### src/rtl/grid_mover_if.sv
// Player-side bundle for grid_mover: controls, bomb/opponent view in; position and step pulses out.
interface grid_mover_if #(
   parameter int COORD_W   = 10,
   parameter int NUM_BOMBS = 6,
   parameter int BOMB_W    = 6
);
   logic                        enable;
   logic                        btn_up;
   logic                        btn_down;
   logic                        btn_left;
   logic                        btn_right;
   logic [NUM_BOMBS*BOMB_W-1:0] bomb_x;
   logic [NUM_BOMBS*BOMB_W-1:0] bomb_y;
   logic [NUM_BOMBS-1:0]        bomb_valid;
   logic [COORD_W-1:0]          other_x;
   logic [COORD_W-1:0]          other_y;
   logic [COORD_W-1:0]          pos_x;
   logic [COORD_W-1:0]          pos_y;
   logic [1:0]                  facing;
   logic                        moved;
   logic                        blocked;

   modport master (
      output enable, btn_up, btn_down, btn_left, btn_right,
      output bomb_x, bomb_y, bomb_valid, other_x, other_y,
      input  pos_x, pos_y, facing, moved, blocked
   );

   modport slave (
      input  enable, btn_up, btn_down, btn_left, btn_right,
      input  bomb_x, bomb_y, bomb_valid, other_x, other_y,
      output pos_x, pos_y, facing, moved, blocked
   );
endinterface

### src/rtl/grid_mover.sv
// Per-player movement controller: tick-divided single-cell steps with press-then-auto-repeat.
// Define WRAP_EN to make horizontal moves wrap across the left/right edges (vertical always clamps).
module grid_mover #(
   parameter int GRID_W       = 40,
   parameter int GRID_H       = 30,
   parameter int COORD_W      = 10,
   parameter int NUM_BOMBS    = 6,
   parameter int BOMB_W       = 6,
   parameter int TICK_DIV     = 50000,
   parameter int REPEAT_TICKS = 150,
   parameter int START_X      = 39,
   parameter int START_Y      = 29
) (
   input  logic        clk,
   input  logic        rst,
   grid_mover_if.slave bus
);
   localparam int TW = (TICK_DIV > 1) ? $clog2(TICK_DIV) : 1;
   localparam int RW = (REPEAT_TICKS > 0) ? $clog2(REPEAT_TICKS + 1) : 1;

   typedef enum logic [1:0] {S_IDLE, S_CHECK, S_COMMIT, S_HOLD} state_t;
   typedef enum logic [1:0] {D_UP, D_DOWN, D_LEFT, D_RIGHT} dir_t;

   state_t             state_q, state_d;
   dir_t               dir_q, dir_d, sel_dir;
   logic [TW-1:0]      tick_cnt_q, tick_cnt_d;
   logic [RW-1:0]      rep_q, rep_d;
   logic [1:0]         facing_q, facing_d;
   logic [COORD_W-1:0] pos_x_q, pos_x_d, pos_y_q, pos_y_d;
   logic [COORD_W-1:0] tx_q, tx_d, ty_q, ty_d;
   logic [COORD_W-1:0] cand_x, cand_y;
   logic               legal_q, legal_d;
   logic               moved_q, moved_d, blocked_q, blocked_d;
   logic               tick, dir_any, in_bounds, lane_ok, bomb_hit, other_hit;

   assign tick       = (tick_cnt_q == TW'(TICK_DIV - 1));
   assign tick_cnt_d = tick ? '0 : tick_cnt_q + TW'(1);
   assign dir_any    = bus.btn_up | bus.btn_down | bus.btn_left | bus.btn_right;

   always_comb begin
      sel_dir = D_UP;
      if (bus.btn_up)         sel_dir = D_UP;
      else if (bus.btn_down)  sel_dir = D_DOWN;
      else if (bus.btn_left)  sel_dir = D_LEFT;
      else if (bus.btn_right) sel_dir = D_RIGHT;
   end

   // Candidate cell for the latched direction; lane rule keys off the coordinate that stays fixed.
   always_comb begin
      cand_x    = pos_x_q;
      cand_y    = pos_y_q;
      in_bounds = 1'b0;
      lane_ok   = 1'b0;
      case (dir_q)
         D_UP: begin
            in_bounds = (pos_y_q != '0);
            lane_ok   = pos_x_q[0];
            cand_y    = pos_y_q - COORD_W'(1);
         end
         D_DOWN: begin
            in_bounds = (pos_y_q < COORD_W'(GRID_H - 1));
            lane_ok   = pos_x_q[0];
            cand_y    = pos_y_q + COORD_W'(1);
         end
         D_LEFT: begin
            lane_ok = pos_y_q[0];
            if (pos_x_q != '0) begin
               in_bounds = 1'b1;
               cand_x    = pos_x_q - COORD_W'(1);
            end else begin
`ifdef WRAP_EN
               in_bounds = 1'b1;
               cand_x    = COORD_W'(GRID_W - 1);
`else
               in_bounds = 1'b0;
`endif
            end
         end
         default: begin
            lane_ok = pos_y_q[0];
            if (pos_x_q < COORD_W'(GRID_W - 1)) begin
               in_bounds = 1'b1;
               cand_x    = pos_x_q + COORD_W'(1);
            end else begin
`ifdef WRAP_EN
               in_bounds = 1'b1;
               cand_x    = '0;
`else
               in_bounds = 1'b0;
`endif
            end
         end
      endcase
   end

   always_comb begin
      bomb_hit = 1'b0;
      for (int i = 0; i < NUM_BOMBS; i++) begin
         if (bus.bomb_valid[i] &&
             (COORD_W'(bus.bomb_x[i*BOMB_W +: BOMB_W]) == cand_x) &&
             (COORD_W'(bus.bomb_y[i*BOMB_W +: BOMB_W]) == cand_y))
            bomb_hit = 1'b1;
      end
   end

   assign other_hit = (cand_x == bus.other_x) && (cand_y == bus.other_y);

   always_comb begin
      state_d   = state_q;
      dir_d     = dir_q;
      facing_d  = facing_q;
      rep_d     = rep_q;
      tx_d      = tx_q;
      ty_d      = ty_q;
      legal_d   = legal_q;
      pos_x_d   = pos_x_q;
      pos_y_d   = pos_y_q;
      moved_d   = 1'b0;
      blocked_d = 1'b0;
      if (bus.enable) begin
         case (state_q)
            S_IDLE: begin
               if (tick && dir_any) begin
                  dir_d    = sel_dir;
                  facing_d = sel_dir;
                  state_d  = S_CHECK;
               end
            end
            S_CHECK: begin
               tx_d    = cand_x;
               ty_d    = cand_y;
               legal_d = in_bounds && lane_ok && !bomb_hit && !other_hit;
               state_d = S_COMMIT;
            end
            S_COMMIT: begin
               if (legal_q) begin
                  pos_x_d = tx_q;
                  pos_y_d = ty_q;
                  moved_d = 1'b1;
               end else begin
                  blocked_d = 1'b1;
               end
               rep_d   = RW'(REPEAT_TICKS);
               state_d = S_HOLD;
            end
            default: begin
               if (!dir_any) begin
                  state_d = S_IDLE;
               end else if (tick) begin
                  if (rep_q != '0) rep_d = rep_q - RW'(1);
                  if (sel_dir != dir_q) begin
                     dir_d    = sel_dir;
                     facing_d = sel_dir;
                     state_d  = S_CHECK;
                  end else if (rep_q <= RW'(1)) begin
                     state_d = S_CHECK;
                  end
               end
            end
         endcase
      end
   end

   always_ff @(posedge clk) begin
      if (rst) begin
         state_q    <= S_IDLE;
         tick_cnt_q <= '0;
         rep_q      <= '0;
         facing_q   <= 2'd1;
         pos_x_q    <= COORD_W'(START_X);
         pos_y_q    <= COORD_W'(START_Y);
         moved_q    <= 1'b0;
         blocked_q  <= 1'b0;
      end else begin
         state_q    <= state_d;
         tick_cnt_q <= tick_cnt_d;
         rep_q      <= rep_d;
         facing_q   <= facing_d;
         pos_x_q    <= pos_x_d;
         pos_y_q    <= pos_y_d;
         moved_q    <= moved_d;
         blocked_q  <= blocked_d;
      end
   end

   // Latched direction and pending target are only consumed after IDLE has loaded them.
   always_ff @(posedge clk) begin
      dir_q   <= dir_d;
      tx_q    <= tx_d;
      ty_q    <= ty_d;
      legal_q <= legal_d;
   end

   assign bus.pos_x   = pos_x_q;
   assign bus.pos_y   = pos_y_q;
   assign bus.facing  = facing_q;
   assign bus.moved   = moved_q;
   assign bus.blocked = blocked_q;
endmodule

### src/flat_wrapper.sv
// flat-port wrapper written by rule: the top's interface ports become plain ports
module grid_mover_flat 
#(
   parameter int GRID_W       = 40,
   parameter int GRID_H       = 30,
   parameter int COORD_W      = 10,
   parameter int NUM_BOMBS    = 6,
   parameter int BOMB_W       = 6,
   parameter int TICK_DIV     = 50000,
   parameter int REPEAT_TICKS = 150,
   parameter int START_X      = 39,
   parameter int START_Y      = 29
)
  (clk, rst, bus_enable, bus_btn_up, bus_btn_down, bus_btn_left, bus_btn_right, bus_bomb_x, bus_bomb_y, bus_bomb_valid, bus_other_x, bus_other_y, bus_pos_x, bus_pos_y, bus_facing, bus_moved, bus_blocked);
  grid_mover_if #(.COORD_W(COORD_W), .NUM_BOMBS(NUM_BOMBS), .BOMB_W(BOMB_W)) bus_i ();
  input  logic clk;
  input  logic rst;
  input wire logic [$bits(bus_i.enable)-1:0] bus_enable;
  input wire logic [$bits(bus_i.btn_up)-1:0] bus_btn_up;
  input wire logic [$bits(bus_i.btn_down)-1:0] bus_btn_down;
  input wire logic [$bits(bus_i.btn_left)-1:0] bus_btn_left;
  input wire logic [$bits(bus_i.btn_right)-1:0] bus_btn_right;
  input wire logic [$bits(bus_i.bomb_x)-1:0] bus_bomb_x;
  input wire logic [$bits(bus_i.bomb_y)-1:0] bus_bomb_y;
  input wire logic [$bits(bus_i.bomb_valid)-1:0] bus_bomb_valid;
  input wire logic [$bits(bus_i.other_x)-1:0] bus_other_x;
  input wire logic [$bits(bus_i.other_y)-1:0] bus_other_y;
  output wire logic [$bits(bus_i.pos_x)-1:0] bus_pos_x;
  output wire logic [$bits(bus_i.pos_y)-1:0] bus_pos_y;
  output wire logic [$bits(bus_i.facing)-1:0] bus_facing;
  output wire logic [$bits(bus_i.moved)-1:0] bus_moved;
  output wire logic [$bits(bus_i.blocked)-1:0] bus_blocked;
  assign bus_i.enable = bus_enable;
  assign bus_i.btn_up = bus_btn_up;
  assign bus_i.btn_down = bus_btn_down;
  assign bus_i.btn_left = bus_btn_left;
  assign bus_i.btn_right = bus_btn_right;
  assign bus_i.bomb_x = bus_bomb_x;
  assign bus_i.bomb_y = bus_bomb_y;
  assign bus_i.bomb_valid = bus_bomb_valid;
  assign bus_i.other_x = bus_other_x;
  assign bus_i.other_y = bus_other_y;
  assign bus_pos_x = bus_i.pos_x;
  assign bus_pos_y = bus_i.pos_y;
  assign bus_facing = bus_i.facing;
  assign bus_moved = bus_i.moved;
  assign bus_blocked = bus_i.blocked;
  grid_mover #(.GRID_W(GRID_W), .GRID_H(GRID_H), .COORD_W(COORD_W), .NUM_BOMBS(NUM_BOMBS), .BOMB_W(BOMB_W), .TICK_DIV(TICK_DIV), .REPEAT_TICKS(REPEAT_TICKS), .START_X(START_X), .START_Y(START_Y)) u_core (.clk(clk), .rst(rst), .bus(bus_i));
endmodule
### config.mk
export PLATFORM = sky130hd
export DESIGN_NAME = grid_mover_flat
export DESIGN_NICKNAME = d
export VERILOG_FILES = /design/src/rtl/grid_mover_if.sv /design/src/rtl/grid_mover.sv /design/src/flat_wrapper.sv
export SDC_FILE = /design/constraint.sdc
export NUM_CORES = 1
export LEC_CHECK = 0
export ABC_AREA = 1
export CELL_PAD_IN_SITES_DETAIL_PLACEMENT = 1
export CELL_PAD_IN_SITES_GLOBAL_PLACEMENT = 1
export CORE_MARGIN = 3
export CORE_UTILIZATION = 39
export CTS_CLUSTER_SIZE = 25
export DETAILED_ROUTE_END_ITERATION = 8
export PLACE_DENSITY = 0.86
export SYNTH_ARGS = -nofsm -noshare
export SYNTH_HDL_FRONTEND = slang
export SYNTH_SLANG_ARGS = --single-unit
export TNS_END_PERCENT = 10
### constraint.sdc
create_clock -name clk -period 4.32 [get_ports clk]
set_input_delay 1.08 -clock clk [delete_from_list [all_inputs] [get_ports clk]]
set_output_delay 1.08 -clock clk [all_outputs]
set_load 0.02 [all_outputs]
# Word level (Yosys, flattened, before mapping)
# Cells that the tools add are included.
[word_totals]
output_inout_bits = 24
ram_bits = 0
in_bits = 105
wordCells = 126
regBits = 73
latch_bits = 0
rom_bits = 0
n_memories = 0
[classes]
order_cmp = 3
add_sub_neg = 6
n_div = 0
n_mux = 35
n_bitwise = 7
reduce_logical = 40
eq_ne = 23
shifts = 0
n_mul = 0
[ops]
columns = ["operator", "count"]
rows = [
  ["$eq A6 B10 Y1", 12],
  ["$pmux W10 S2", 2],
  ["$mux W2", 13],
  ["$mux W8", 3],
  ["$add A10 B1 Y10 const B", 2],
  ["$eq A10 B10 Y1", 2],
  ["$mux W10", 2],
  ["$reduce_bool A10 Y1", 2],
  ["$sub A10 B1 Y10 const B", 2],
  ["$logic_and A1 B1 Y1", 17],
  ["$add A16 B1 Y16 const B", 1],
  ["$eq A16 B16 Y1 const B", 1],
  ["$pmux W8 S2", 1],
  ["$reduce_bool A2 Y1", 6],
  ["$mux W1", 11],
  ["$lt A10 B5 Y1 const B", 1],
  ["$lt A10 B6 Y1 const B", 1],
  ["$le A8 B1 Y1 const B", 1],
  ["$reduce_bool A8 Y1", 1],
  ["$reduce_or A2 Y1", 4],
  ["$sub A8 B1 Y8 const B", 1],
  ["$ne A6 B6 Y1 const B", 1],
  ["$pmux W2 S3", 1],
  ["$reduce_and A6 Y1", 1],
  ["other kinds (16)", 25],
]

# Longest topological paths before layout
[depth]
ltp_word = 15
ltp_mapped = 23

# Least setup slack after synthesis
# Ideal clock, no wire load.
[synth_timing]
path_kind = "flip-flop to flip-flop"
startpoint = "register u_core.dir_q[1]"
endpoint = "register u_core.legal_q, data pin"
path_stages_with_launch = 18
slack_ns = 1.526
path_buffers = 1
arrival_time_ns = 2.542
cell_sequence = "edfxtp_1 -> buf_4 -> inv_2 -> nand2_1 -> inv_1 -> fa_1 -> o21ai_2 -> xnor2_1 -> nand3_1 -> nor2_1 -> o21a_1 -> nand3_1 -> nor2_1 -> nand2_1 -> nor2_1 -> nand3_1 -> nand2_1 -> nor2_1"
[synth_via]
word_cells_on_any_way = 46
cone_classes = "eq/ne: 16; mux: 10; reduce/logical: 20"
[synth_rtl]
columns = ["item", "line", "rtl"]
rows = [
  ["start, declared", "grid_mover.sv:25", "dir_t dir_q, dir_d, sel_dir;"],
  ["start signal, assigned", "grid_mover.sv:188", "dir_q <= dir_d;"],
  ["$eq A2 B1 Y1 / $logic_not A2 Y1 (equally long branches)", "grid_mover.sv:54", "case (dir_q)"],
  ["$pmux W10 S2 *", "grid_mover.sv:54", ""],
  ["named net u_core.cand_y[1]", "grid_mover.sv:31", "logic [COORD_W-1:0] cand_x, cand_y;"],
  ["$eq A6 B10 Y1", "grid_mover.sv:101", "(COORD_W'(bus.bomb_y[i*BOMB_W +: BOMB_W]) == cand_y))"],
  ["$logic_and A1 B1 Y1", "grid_mover.sv:100", "(COORD_W'(bus.bomb_x[i*BOMB_W +: BOMB_W]) == cand_x) &&"],
  ["$mux W1 (6 in a row)", "grid_mover.sv:99", "if (bus.bomb_valid[i] &&"],
  ["$logic_not A1 Y1", "grid_mover.sv:132", "legal_d = in_bounds && lane_ok && !bomb_hit && !other_hit;"],
  ["$logic_and A1 B1 Y1", "grid_mover.sv:132", ""],
  ["$logic_and A1 B1 Y1 *", "grid_mover.sv:132", ""],
  ["end signal, assigned", "grid_mover.sv:191", "legal_q <= legal_d;"],
  ["end, declared", "grid_mover.sv:32", "logic legal_q, legal_d;"],
]
# Mark *: on every way through the listed nets, which the timed path passes. The rest lies on a longest branch.
# A chain may end at the register's enable or synchronous reset.

# Worst setup path after layout
# Same ends and word-level chain as after synthesis.

==> metrics.sh <==
OUTCOME='finished clean'
CRITICAL_PATH.REG2REG.STARTPOINT='u_core.dir_q[1]'
ANTENNADIODECOUNT=0
GRT_FIRST_PASS_WIRELENGTH_MM=33.1
CTS.REPAIR_TIMING.SETUP_BUFFER_COUNT=0
TRITONCTS_CLOCK_TREE='built'
PORTBUFFERS=128
CLOCK_TREE.ROOT_CELL='sky130_fd_sc_hd__clkbuf_16'
REG2REG_SLACK_NS=0.77
ANT_NETS=0
CLK_LATENCY_NS=0.34
LAYOUT_COMMONEST_CELL='sky130_fd_sc_hd__nand2_1'
NUMCLOCKSINKS=73
SYNTH_LARGEST_TYPE_AREA_FRACTION_PCT=17.0
TIMING.MAX_CAP.VIOLATIONS=0
FINAL_NET_COUNT=1166
GRT_START_MAX_NET_PINS=22
ARRIVAL_NS=3.65
VIAS=6483
SETUP_VIOLATIONS=0
ROUTED_WIRE_LENGTH_PER_INSTANCE_UM=16.7
CORE_AREA_MM2=0.0146
SYNTH_ENABLE_FLOP_CELLS=23
CTS-ROOT-TO-SINK-BUFFERS=2
NUM_ROWS=44
VDD.IR_DROP.WORST_mV=0.134
CRIT_FANOUT=19
REGTOREGENDPOINT='u_core.legal_q'
ENDPOINT_KIND='flip-flop'
CRITICAL_PATH.ENDPOINT='u_core.legal_q'
FF2FF_PATH_DEPTH=16
HOLD_WS_NS=0.449
POSTCTSHOLDBUFS=0
POST_ROUTE_CELLS_DRIVE_ABOVE_1_SHARE_PCT=6.78
SYN_INST=914
CLOCK_TREE.HTREE_LEVEL_COUNT=3
TOTAL_ROUTING_RESOURCE_UTILIZATION_AFTER_GLOBAL_ROUTING_PCT=24.7
TIMING.CLOCK.SKEW_NS=0.00762
MAPPEDNETLISTNETS=1038
SYN_AREA_PER_CELL_UM2=6.44
PLACE_HPWL_MM=16.4
SYNTHTOLAYOUTAREAGROWTH_PCT=30.0
ROUTE.DETAILED.VIAS_PER_INST=5.27
FINALCRITICALPERIOD_NS=3.55
VIAS_IN_THE_FIRST_GLOBAL_ROUTE=6657
LEAKAGEPOWER_nW=3.46
YS_TYPES=43
SYNTH_SEQUENTIAL_AREA_RATIO_PCT=28.7
SYNTH_TOP_CELLS_BY_AREA='sky130_fd_sc_hd__dfxtp_1 (17%), sky130_fd_sc_hd__nand2_1 (15%), sky130_fd_sc_hd__edfxtp_1 (12%)'
SETUP.WORST_PATH.START='u_core.dir_q[1]'
SYNTH_FF_TYPE='sky130_fd_sc_hd__dfxtp_1'
CTS_RESIZED=0
STARTPOINT_TYPE='flip-flop'
INITIAL_CORE_UTIL_PCT=40.2
GRT_SETUP_UNREPAIRED='no'
SYNTH-SEQ-CELLS=73
GRT_ANTENNA_BEFORE_REPAIR=0
DIE_AREA_MM2=0.0166
TIGHTESTPINTRANSITION_NS=0.910
MAX-SLEW-MARGIN-REL_PCT=39.3
FIRST_ITER_VIOLATIONS=403
GRT.OVERFLOW.TOTAL=0
CRITICAL_PATH_CLASS='flip-flop to flip-flop'
PLACE_CONGESTION=0.918
SLEW_VIOLATIONS=0
P_TOTAL_mW=1.92
SETUP_TNS_NS=0
POST_SYNTH_INSTANCE_AREA_MM2=0.00589
DRT_PASS1_ITERATIONS=4
CTS_MADE_BUFFERS=9
DIE_Y_UM=129
N_FILL_CELL=1948
WORSTHOLDPATHCELLS=1
SYNTHESIS.YOSYS.WARNINGS=0
CELLPOWERDENSITY_mW_PER_MM2=251
TIMING_HOLD_VIOLATIONS_FINAL=0
TIMING.FINAL.CRIT_SHARE_PCT=82.3
CLOCK.FMAX_MHz=281
HP-CLASS='flip-flop to flip-flop'
WORSTPATHREQUIRED_NS=4.41
MOST-COMMON-LAYOUT-CELLS='sky130_fd_sc_hd__nand2_1 (239), sky130_fd_sc_hd__clkdlybuf4s50_1 (128), sky130_fd_sc_hd__inv_1 (121)'
WL_MM=20.6
SYNTH_TOP_CELL_BY_AREA='sky130_fd_sc_hd__dfxtp_1'
DIEWIDTH_UM=129
NUM_IO_PINS=129
DRCVIOLATIONCOUNT=0
CLK_TRANSITION_REPORTED_PATHS_NS=0.06
ASYNC_RESET_FF_SHARE_PCT=0
[flip-flops by register name, indices dropped and copies added, names as in the netlist, 2 cells and up]
name and cells:
u_core.bus.pos_x 10, u_core.state_q 2, u_core.tick_cnt_q 16, u_core.bus.facing 2, u_core.bus.pos_y 10, u_core.ty_q 10, u_core.rep_q 8, u_core.tx_q 10
u_core.dir_q 2
[area by class of cell]
type | count | area [µm²] | share of cell area, %
clock buffers | 13 | 303 | 3.95
inverters | 128 | 483 | 6.31
clock inverters | 3 | 16.3 | 0.212
repair buffers | 130 | 1300 | 16.9
multi-input cells | 700 | 3640 | 47.5
well taps | 184 | 230 | 3.01
flip-flops and latches | 73 | 1690 | 22.1
[worst max-delay path, stage by stage, from the launching register on]
cell and delay (ns):
sky130_fd_sc_hd__edfxtp_1 0.41, sky130_fd_sc_hd__inv_2 0.31, sky130_fd_sc_hd__nand2_1 0.36, sky130_fd_sc_hd__inv_1 0.20
sky130_fd_sc_hd__fa_1 0.45, sky130_fd_sc_hd__o21ai_2 0.38, sky130_fd_sc_hd__xnor2_1 0.17, sky130_fd_sc_hd__nand3_1 0.08
sky130_fd_sc_hd__nor2_1 0.18, sky130_fd_sc_hd__o21a_1 0.14, sky130_fd_sc_hd__nand3_1 0.06, sky130_fd_sc_hd__nor2_1 0.18
sky130_fd_sc_hd__nand2_1 0.09, sky130_fd_sc_hd__nor2_1 0.09, sky130_fd_sc_hd__nand3_1 0.09, sky130_fd_sc_hd__nand2_1 0.08
sky130_fd_sc_hd__nor2_1 0.04
[cell usage after synthesis (4+ instances only)]
cell	instances
sky130_fd_sc_hd__nand2_1	239
sky130_fd_sc_hd__inv_1	121
sky130_fd_sc_hd__nor2_1	108
sky130_fd_sc_hd__nand3_1	94
sky130_fd_sc_hd__dfxtp_1	50
sky130_fd_sc_hd__a21oi_1	42
sky130_fd_sc_hd__o21ai_0	35
sky130_fd_sc_hd__xor2_1	26
sky130_fd_sc_hd__edfxtp_1	23
sky130_fd_sc_hd__nand4_1	20
sky130_fd_sc_hd__ha_1	18
sky130_fd_sc_hd__nor3_1	14
sky130_fd_sc_hd__xnor2_1	14
sky130_fd_sc_hd__nand2_2	13
sky130_fd_sc_hd__nand3b_1	10
sky130_fd_sc_hd__nand3_2	8
sky130_fd_sc_hd__nor2_2	8
sky130_fd_sc_hd__nand2_4	7
sky130_fd_sc_hd__clkbuf_1	6
sky130_fd_sc_hd__inv_2	6
sky130_fd_sc_hd__o211ai_1	6
sky130_fd_sc_hd__or2_2	5
sky130_fd_sc_hd__a21boi_0	4
sky130_fd_sc_hd__nor4_1	4
[worst min-delay path by stage]
stage                                     from              endpoint  slack (ns)
after floorplan           u_core.tick_cnt_q[0]  u_core.tick_cnt_q[0]        0.42
after global placement          u_core.ty_q[2]   u_core.bus.pos_y[2]        0.42
after CTS                 u_core.tick_cnt_q[0]  u_core.tick_cnt_q[0]        0.45
final                     u_core.tick_cnt_q[0]  u_core.tick_cnt_q[0]        0.45
after global routing            u_core.ty_q[4]   u_core.bus.pos_y[4]        0.47
after detailed placement  u_core.tick_cnt_q[0]  u_core.tick_cnt_q[0]        0.44
[through the flow]
step	utilization (%)	cell area [µm²]	cells	setup WS, ns
after floorplan	-	5890	914	1.53
after global placement	50.1	7340	1215	0.871
after detailed placement	50.1	7340	1215	0.797
after CTS	52.3	7660	1231	0.763
after global routing	52.3	7660	1231	0.361
final	52.3	7660	1231	0.766
[report_power, final]
part	leakage [nW]	internal, mW	switching (mW)
clock	0.162	0.489	0.297
combinational	2.69	0.181	0.211
sequential	0.606	0.725	0.0170
total	3.46	1.39	0.524
[metal layers]
metal	vias up	track usage, %	part of all wire [%]
met5	-	0	0
li1	3210	-	-
met4	0	7.91	2.3
met3	32	3.15	4.2
met2	173	44.6	50
met1	3068	30.5	44
[cells by family after synthesis]
family                   count (synthesis)  synth area share, %
XOR/XNOR                                40                 5.95
buffers and inverters                  141                 9.54
AO/OA/AOI/OAI                          100                 9.45
AND/OR/NAND/NOR                        541                 42.2
flip-flops                              73                 28.7
adder cells (fa/ha/maj)                 19                 4.16
(Power assumes the default switching activity.)
